$ cat src/rtl/pc_gen.sv
// Next-PC generator: architectural PC, branch/jump/jr redirect, exceptions, eret, optional delay slot.
// Optional performance counters are built only when PC_GEN_PERF_EN is defined.
module pc_gen #(
    parameter int unsigned ADDR_W     = 32,
    parameter logic [31:0] RESET_PC   = 32'h0000_3000,
    parameter logic [31:0] EXC_VECTOR = 32'h0000_4180,
    parameter int unsigned DELAY_SLOT = 0
) (
    input  logic              clk,
    input  logic              rst_n,
    input  logic              stall,
    input  logic [31:0]       ins,
    input  logic              if_beq,
    input  logic              if_bne,
    input  logic              zero,
    input  logic              if_j,
    input  logic              if_jr,
    input  logic [ADDR_W-1:0] bushA,
    input  logic              exc_req,
    input  logic              eret,
    output logic [ADDR_W-1:0] pc,
    output logic [ADDR_W-1:0] npc,
    output logic [ADDR_W-1:0] jal_pc,
    output logic [ADDR_W-1:0] epc,
    output logic              in_slot,
    output logic              sel_err,
    output logic [31:0]       taken_cnt,
    output logic [31:0]       exc_cnt
);

    localparam logic [ADDR_W-1:0] RST_PC  = ADDR_W'(RESET_PC);
    localparam logic [ADDR_W-1:0] EXC_PC  = ADDR_W'(EXC_VECTOR);
    localparam logic [ADDR_W-1:0] LINK_OF = ADDR_W'((DELAY_SLOT != 0) ? 8 : 4);

    typedef enum logic {IDLE = 1'b0, SLOT = 1'b1} state_t;

    state_t            state;
    logic [ADDR_W-1:0] pending;

    logic [ADDR_W-1:0] pc4;
    logic [ADDR_W-1:0] br_off;
    logic [ADDR_W-1:0] br_tgt;
    logic [ADDR_W-1:0] j_tgt;
    logic [ADDR_W-1:0] ctl_tgt;
    logic              br_taken;
    logic              in_slot_now;
    logic              taken;
    logic              mis_jr;
    logic              exc;

    logic unused_ins;
    assign unused_ins = &{1'b0, ins[31:26]};

    // Target selection, exception detection and next-PC prediction
    always_comb begin
        pc4         = pc + ADDR_W'(4);
        br_off      = {{(ADDR_W-18){ins[15]}}, ins[15:0], 2'b00};
        br_tgt      = pc4 + br_off;
        j_tgt       = pc4;
        j_tgt[27:0] = {ins[25:0], 2'b00};
        br_taken    = (if_beq & zero) | (if_bne & ~zero);
        in_slot_now = (DELAY_SLOT != 0) && (state == SLOT);

        if (if_jr)     ctl_tgt = bushA;
        else if (if_j) ctl_tgt = j_tgt;
        else           ctl_tgt = br_tgt;

        // Control instructions sitting in a delay slot are ignored
        taken   = (br_taken | if_j | if_jr) & ~in_slot_now;
        mis_jr  = if_jr & (bushA[1:0] != 2'b00) & ~in_slot_now;
        exc     = exc_req | mis_jr;
        sel_err = (br_taken & if_j) | (br_taken & if_jr) | (if_j & if_jr)
                | (in_slot_now & (if_beq | if_bne | if_j | if_jr));

        if (exc)                 npc = EXC_PC;
        else if (eret)           npc = epc;
        else if (in_slot_now)    npc = pending;
        else if (DELAY_SLOT != 0) npc = pc4;
        else if (taken)          npc = ctl_tgt;
        else                     npc = pc4;
    end

    assign jal_pc = pc + LINK_OF;

    always_ff @(posedge clk) begin
        if (!rst_n) begin
            pc      <= RST_PC;
            epc     <= '0;
            in_slot <= 1'b0;
            pending <= '0;
            state   <= IDLE;
        end else if (exc) begin
            pc      <= EXC_PC;
            epc     <= in_slot ? (pc - ADDR_W'(4)) : pc;
            in_slot <= 1'b0;
            pending <= '0;
            state   <= IDLE;
        end else if (eret) begin
            pc      <= epc;
            in_slot <= 1'b0;
            state   <= IDLE;
        end else if (!stall) begin
            pc <= npc;
            if (in_slot_now) begin
                state   <= IDLE;
                in_slot <= 1'b0;
            end else if ((DELAY_SLOT != 0) && taken) begin
                pending <= ctl_tgt;
                state   <= SLOT;
                in_slot <= 1'b1;
            end
        end
    end

`ifdef PC_GEN_PERF_EN
    logic [31:0] taken_q;
    logic [31:0] exc_q;

    // Redirects count once, on the edge that latches them
    always_ff @(posedge clk) begin
        if (!rst_n) begin
            taken_q <= '0;
            exc_q   <= '0;
        end else begin
            if (exc)
                exc_q <= exc_q + 32'd1;
            else if (!eret && !stall && taken)
                taken_q <= taken_q + 32'd1;
        end
    end

    assign taken_cnt = taken_q;
    assign exc_cnt   = exc_q;
`else
    assign taken_cnt = '0;
    assign exc_cnt   = '0;
`endif

endmodule

$ cat config.mk
export PLATFORM = sky130hd
export DESIGN_NAME = pc_gen
export DESIGN_NICKNAME = d
export VERILOG_FILES = /design/src/rtl/pc_gen.sv
export SDC_FILE = /design/constraint.sdc
export NUM_CORES = 1
export LEC_CHECK = 0
export CAP_MARGIN = 30
export CORE_UTILIZATION = 46
export CTS_BUF_LIST = sky130_fd_sc_hd__clkbuf_8
export DETAILED_ROUTE_END_ITERATION = 16
export GPL_TIMING_DRIVEN = 0
export MAX_ROUTING_LAYER = met4
export PLACE_DENSITY_LB_ADDON = 0.1
export SYNTH_ARGS = -nofsm -noshare
export SYNTH_HDL_FRONTEND = slang
export SYNTH_SLANG_ARGS = --single-unit
$ cat constraint.sdc
create_clock -name clk -period 7.5 [get_ports clk]
set_clock_uncertainty 0.05 [all_clocks]
set_input_delay 2.25 -clock clk [delete_from_list [all_inputs] [get_ports clk]]
set_output_delay 2.25 -clock clk [all_outputs]
set_load 0.005 [all_outputs]
Word-level counts from Yosys, hierarchy flattened
Cells that the tools add are included.
W data, S select, Z words.
{ "word_totals": {"inputBits": 74, "reg_bits": 64, "elab_cells": 31, "output_inout_bits": 194} }
{ "op_classes": {"eq_ne": 2, "bitwise": 14, "n_addsub": 2, "n_mux": 8, "n_reduce_logical": 2} }
{ "op_table": {"columns": ["cell", "count"], "rows": [
  ["$mux W32", 7],
  ["$add A32 B3 Y32 const B", 1],
  ["$add A32 B32 Y32", 1],
  ["$mux W15", 1],
  ["$and A1 B1 Y1", 6],
  ["$or A1 B1 Y1", 6],
  ["$ne A3 B1 Y1 const B", 1],
  ["$ne A2 B1 Y1 const B", 1],
  ["$not A1 Y1", 2],
  ["$reduce_bool A2 Y1", 1],
  ["$reduce_or A2 Y1", 1]
]} }

Longest topological paths before layout
Gate-level depths: netlist of run 1.
{ "depth": {"ltp_word": 11, "depth_mapped": 17, "ltp_nobuf": 17} }

Least setup slack after synthesis of run 1
OpenSTA, ideal clock, no wires.
{ "synth_path": {"path_type": "input -> output", "from": "input port ins[0]", "to": "output port npc[28]", "arrival_ps": 4470, "path_slack_ps": 730, "path_buffers": 0, "required_time_ps": 5200, "path_stages": 11, "path_cell_list": "ha_1 -> inv_1 -> fa_1 -> and2b_2 -> o211ai_2 -> a21boi_4 -> o2111ai_2 -> a2111oi_4 -> nor2_2 -> or3_1 -> a31o_1"} }
{ "synth_between": {"elab_chain_cells": 6} }
{ "synth_rtl": {"columns": ["element", "line", "text"], "rows": [
  ["start, declared", "12", "input logic [31:0] ins,"],
  ["$add A32 B32 Y32", "58", "br_tgt = pc4 + br_off;"],
  ["$mux W32", "65", "else if (if_j) ctl_tgt = j_tgt;"],
  ["$mux W32", "64", "if (if_jr) ctl_tgt = bushA;"],
  ["$mux W32", "79", "else if (taken) npc = ctl_tgt;"],
  ["$mux W32", "76", "else if (eret) npc = epc;"],
  ["$mux W32", "75", "if (exc) npc = EXC_PC;"],
  ["end, declared", "22", "output logic [ADDR_W-1:0] npc,"]
]} }
No other way between the ends.

Worst setup path in the final report of run 1
{ "layout_path": {"from": "input port ins[5]", "to": "output port npc[8]"} }
The elaborated chain is that of the path after synthesis.

==> impl_metrics.yaml, run 1 <==
sta:
  hold_viol: 0
  relSlewSlack_pct: 40.2
  setup_viol: 1
  timing.hold.ws_ps: 433
  fin_crit_sh_pct: 100
  slew_violations: 0
  period_needed_ps: 7510
  tightest_slew_ps: 894
  rsz0062_at_grt: "yes"
  layout_setup_ws_ps: -9.05
  max_freq_mhz: 133
floorplan:
  pin_count: 268
  die_h_um: 123
  start_util_pct: 47.9
  core_sq_mm: 0.0141
  row_count: 43
  die_x_um: 123
  dieArea_sq_mm: 0.0152
worst_setup_path:
  worstPathCellList: "clkdlybuf4s50_1 -> ha_1 -> a21boi_4 -> buf_4 -> nor3_1 -> o311ai_1 -> o21ai_1 -> o311ai_2 -> clkdlybuf4s50_1"
  required_ps: 5200
  endpoint_kind: "primary output"
  path_max_fanout: 5
  path_common_cell: "clkdlybuf4s50_1"
  crit_type: "input pin to primary output"
  start_kind: "input pin"
  worstPathArrival_ps: 5210
  crit_path_max_incr_delay_ps: 570
  slowest_stage: "clkdlybuf4s50_1"
route:
  viasPerCell: 5.96
  antenna_left: 0
  dr.first_iter.drc_count: 971
  drt-total-wl_um: 30200
  num_vias: 8619
  drt-pass1-iter-count: 5
  wl_per_cell_um: 20.9
  drc: 0
cts:
  cts_tree: "yes"
  postCtsHoldBufs: 0
  cts_root_buf: "clkbuf_8"
  cts_buffers: 9
  htree_num_levels: 3
  cts_buffer_depth: 2
  path_clk_slew_ps: 70
  clock_sinks: 64
  clk_latency_ps: 340
finish:
  mostFrequentLayoutCell: "clkdlybuf4s50_1"
  final_core_util_pct: 71.8
  area_growth_pct: 49.9
  final_cell_mix: "clkdlybuf4s50_1 (171), nand2_1 (146), buf_4 (96)"
  register_area_sq_mm: 0.00128
  final-instance-count-excl-fill: 1445
  multi_input_area_sq_mm: 0.00539
  drive_gt1_share_pct: 18.5
  nets: 1370
  nFillCells: 1174
  diodes: 0
synthesis:
  synth_largest_area_cell: "dfxtp_1"
  yosys.area_share.simple_pct: 25.1
  synthMuxAreaShare_pct: 2.82
  ys_seq_elements: 64
  synthAdderAreaFrac_pct: 6.78
  synthFlopType: "dfxtp_1"
  netlist_instances: 961
  ys_types: 79
  yosysTopAreaCellShare_pct: 19.0
  async_reset_ff_share_pct: 0
  synth_edf_count: 0
  yosys_warnings: 0
  seq_area_frac_synth_pct: 19.0
  synth_top_family_by_area: "compound AO/OA/AOI/OAI gates"
  netlist_area_sq_mm: 0.00675
  syn-mean-instance-area_sq_um: 7.02
  synth_area_leaders: "dfxtp_1 (19%), nand2_1 (8.3%), buf_4 (7.5%)"
  synth_compound_area_share_pct: 28.7
  synth-xor-area-share_pct: 5.58
place:
  portBuffers: 195
  dpl.cell_count: 1401
  gp_congestion: 0.985
  dpl_worst_slack_ps: -1170
  dp_hpwl_um: 22700
status:
  violations: "negative setup slack"
  status: "finished, violations left"
power_and_ir_drop:
  ir_worst_vdd_v: 0.000130
  p_total_w: 0.00109
  leakagePower_nw: 4.23
  power_density_mw_per_mm2: 108
hold_path:
  hold_class: "flip-flop to flip-flop"
global_route:
  grt_max_degree: 15
  globalRouteOverflowTotal: 0
  grt_pass1_vias: 7834
  grt_antenna_before_repair: 0
  grt_pass1_wl_um: 44200
  grt_usage_pct: 40.0
job:
  cap_violations: 0
[layer usage]
layer	track usage, %	wire length (um)	vias up
met5	-	0	-
met4	14.4	792	0
met3	6.32	3480	77
met2	60.4	13600	613
met1	53.7	12300	4010
li1	-	-	3919
[worst paths after layout]
check	slack, ps	depth (start not counted)	endpoint	from
max	-9	9	npc[8]	ins[5]
min	430	2	epc[4]	epc[4]
max reg2reg	2760	19	pc[28]	pc[2]
min reg2reg	430	2	epc[4]	epc[4]
[Yosys cell counts (11+ instances only)]
library cell / number
o22ai_1: 12
nand4_1: 13
xnor2_1: 30
and2_1: 12
clkbuf_1: 42
nor2_1: 79
o21ai_0: 52
nor3_1: 25
nand2_1: 150
nand2b_1: 12
xor2_1: 13
buf_4: 67
nand3_1: 35
a21o_1: 11
o211ai_1: 13
a21oi_1: 70
ha_1: 35
dfxtp_1: 64
a21boi_0: 34
inv_1: 26
[state kept, by name (all words and copies together) (netlist names)]
name / count
pc: 32
epc: 32
[critical path: cells and delay by family]
| kind | cells | cell delay (ps) |
|---|---|---|
| buffers and inverters | 3 | 1210 |
| AOI/OAI and AO/OA | 4 | 1230 |
| and+or+nand+nor | 1 | 50 |
| adders and majority gates | 1 | 480 |
[where the power goes]
group / internal, W / switching [W] / leakage (nW) / total (W)
clock: 0.000144 / 0.000133 / 0.103 / 0.000277
sequential: 0.000349 / 0.0000166 / 0.520 / 0.000365
combinational: 0.000199 / 0.000246 / 3.61 / 0.000445
[layout make-up]
class | instances | share of cell area (%)
clock inverters | 4 | 0.185
clock buffers | 12 | 1.63
well taps | 180 | 2.23
inverters | 27 | 1.00
flip-flops and latches | 64 | 12.7
multi-input cells | 815 | 53.2
plain buffers | 117 | 7.29
repair buffers | 226 | 21.8
[metrics by stage]
stage	area, sq um	setup TNS, ps
after floorplan	6990	0
after global placement	9170	-20380
after detailed placement	9180	-15980
after CTS	9870	0
after global routing	10100	-211
final	10100	-9.05
[what timing repair did]
item | 4_1_cts | 5_1_grt
pin swaps | 37 | 29
buffers inserted | 22 | 8
gates resized for setup | 116 | 65
setup endpoints to repair | 30 | 26
cloned | 0 | 0
[cell families after synthesis]
logic type,count (synthesis)
buf+inv,146
xor+xnor,43
mux,18
other cells,1
simple gates,367
flops,64
compound gates,286
fa+ha+maj,36
No activity file was read; power rests on OpenSTA's default activity.
==> inputs of run 2 (changes only) <==
- ABC_AREA: default -> 0
- CORE_MARGIN: default -> 4
- SLEW_MARGIN: default -> 20
==> impl_metrics.yaml, run 2 (same netlist as run 1, synthesis figures left out) <==
status:
  status: "finished clean"
sta:
  max_freq_mhz: 134
  relSlewSlack_pct: 44.0
  tightest_slew_ps: 837
  slew_violations: 0
  rsz0062_at_grt: "yes"
  period_needed_ps: 7490
  layout_setup_ws_ps: 10.2
  hold_viol: 0
  fin_crit_sh_pct: 99.9
  timing.hold.ws_ps: 429
  setup_viol: 0
route:
  drt-total-wl_um: 30400
  drc: 0
  antenna_left: 0
  viasPerCell: 5.88
  drt-pass1-iter-count: 7
  num_vias: 8493
  dr.first_iter.drc_count: 963
  wl_per_cell_um: 21.0
worst_setup_path:
  required_ps: 5200
  start_kind: "input pin"
  path_max_fanout: 4
  endpoint_kind: "primary output"
  worstPathArrival_ps: 5190
  crit_type: "input pin to primary output"
finish:
  final_cell_mix: "clkdlybuf4s50_1 (167), nand2_1 (147), buf_4 (95)"
  reg.largest.list: "epc: 32 flops, pc: 32 flops"
  area_growth_pct: 49.7
  mostFrequentLayoutCell: "clkdlybuf4s50_1"
  drive_gt1_share_pct: 18.4
  diodes: 0
  fin_area_sq_mm: 0.0101
  nets: 1366
cts:
  postCtsHoldBufs: 0
  path_clk_slew_ps: 70
  cts_buffer_depth: 2
  clock_sinks: 64
  cts_tree: "yes"
  cts_buffers: 9
  htree_num_levels: 3
  clk_latency_ps: 350
  cts_root_buf: "clkbuf_8"
global_route:
  globalRouteOverflowTotal: 0
  grt_usage_pct: 35.3
  grt_pass1_vias: 7863
  grt_antenna_before_repair: 0
  grt_pass1_wl_um: 44600
  grt_max_degree: 16
place:
  gp_congestion: 0.978
  dp_hpwl_um: 23200
  portBuffers: 195
  dpl_worst_slack_ps: -1210
  post_dp_cell_area_sq_mm: 0.00919
floorplan:
  die_h_um: 129
  pin_count: 268
  start_util_pct: 46.6
  row_count: 44
  dieArea_sq_mm: 0.0167
  die_x_um: 129
  core_sq_mm: 0.0145
power_and_ir_drop:
  leakagePower_nw: 4.22
  ir_worst_vdd_v: 0.000159
  power_density_mw_per_mm2: 107
hold_path:
  hold_class: "flip-flop to flip-flop"
job:
  cap_violations: 0
-- run 2: cell types whose count changed in the layout (fill, tap and decap cells not counted), moves of 3 or more --
| cell | previous run | this run |
|---|---|---|
| clkbuf_2 | 20 | 17 |
| dlygate4sd2_1 | 5 | 13 |
| nor2_2 | 5 | 8 |
| ha_4 | 9 | 13 |
| inv_1 | 26 | 23 |
| clkdlybuf4s50_1 | 171 | 167 |
| ha_2 | 3 | 0 |
-- run 2: timing repair --
| action | in CTS | in global routing |
|---|---|---|
| pin swaps | 29 | 31 |
| endpoints found under the setup margin | 28 | 23 |
| gates resized for setup | 108 | 68 |
| buffers inserted | 20 | 8 |
-- run 2: through the flow --
| step | setup TNS, ps | instances | util [%] | total power, W |
|---|---|---|---|---|
| floorplan | 0 | 1025 | - | 0.000584 |
| global placement | -19590 | 1404 | 63.4 | 0.000751 |
| detailed placement | -15450 | 1405 | 63.5 | 0.000751 |
| CTS | -65.9 | 1440 | 68.0 | 0.00105 |
| global route | -305 | 1445 | 69.8 | 0.00113 |
| finish | 0 | 1445 | 69.8 | 0.00108 |
-- run 2: layer usage --
metal	part of all wire, %	track usage (%)
met1	41	47.9
met3	11	5.65
met2	44	53.5
met5	0	-
met4	3.3	12.2
-- run 2: worst paths after layout --
| path | from | to | slack, ps | depth (start not counted) |
|---|---|---|---|---|
| worst max register to register | pc[12] | pc[30] | 2900 | 18 |
| worst min register to register | epc[5] | epc[5] | 430 | 2 |
| worst min-delay path | epc[5] | epc[5] | 430 | 2 |
| worst max-delay path | ins[0] | npc[26] | 10 | 16 |
-- run 2: final cells by class --
type | count | area (sq um)
multi-input cells | 815 | 5410
fillers | 1266 | 4370
repair buffers | 224 | 2180
flip-flops and latches | 64 | 1280
plain buffers | 115 | 717
well taps | 184 | 230
clock buffers | 11 | 151
inverters | 27 | 101
clock inverters | 5 | 31.3
-- run 2: power breakdown --
part / internal (W) / total, W / switching [W]
clock network: 0.000137 / 0.000272 / 0.000135
registers: 0.000349 / 0.000364 / 0.0000151
logic: 0.000200 / 0.000446 / 0.000246
total: 0.000685 / 0.00108 / 0.000396
-- run 2: critical path, cell delays in order --
cell and delay, ps:
buf_2 110, ha_4 130, inv_1 50, fa_2 340, and2b_2 250, o211ai_2 100, a21boi_4 210, buf_4 140
buf_6 90, o2111ai_4 160, a2111oi_4 440, buf_4 170, o2111a_1 200, nor2_2 70, o211a_1 220, dlygate4sd2_1 260
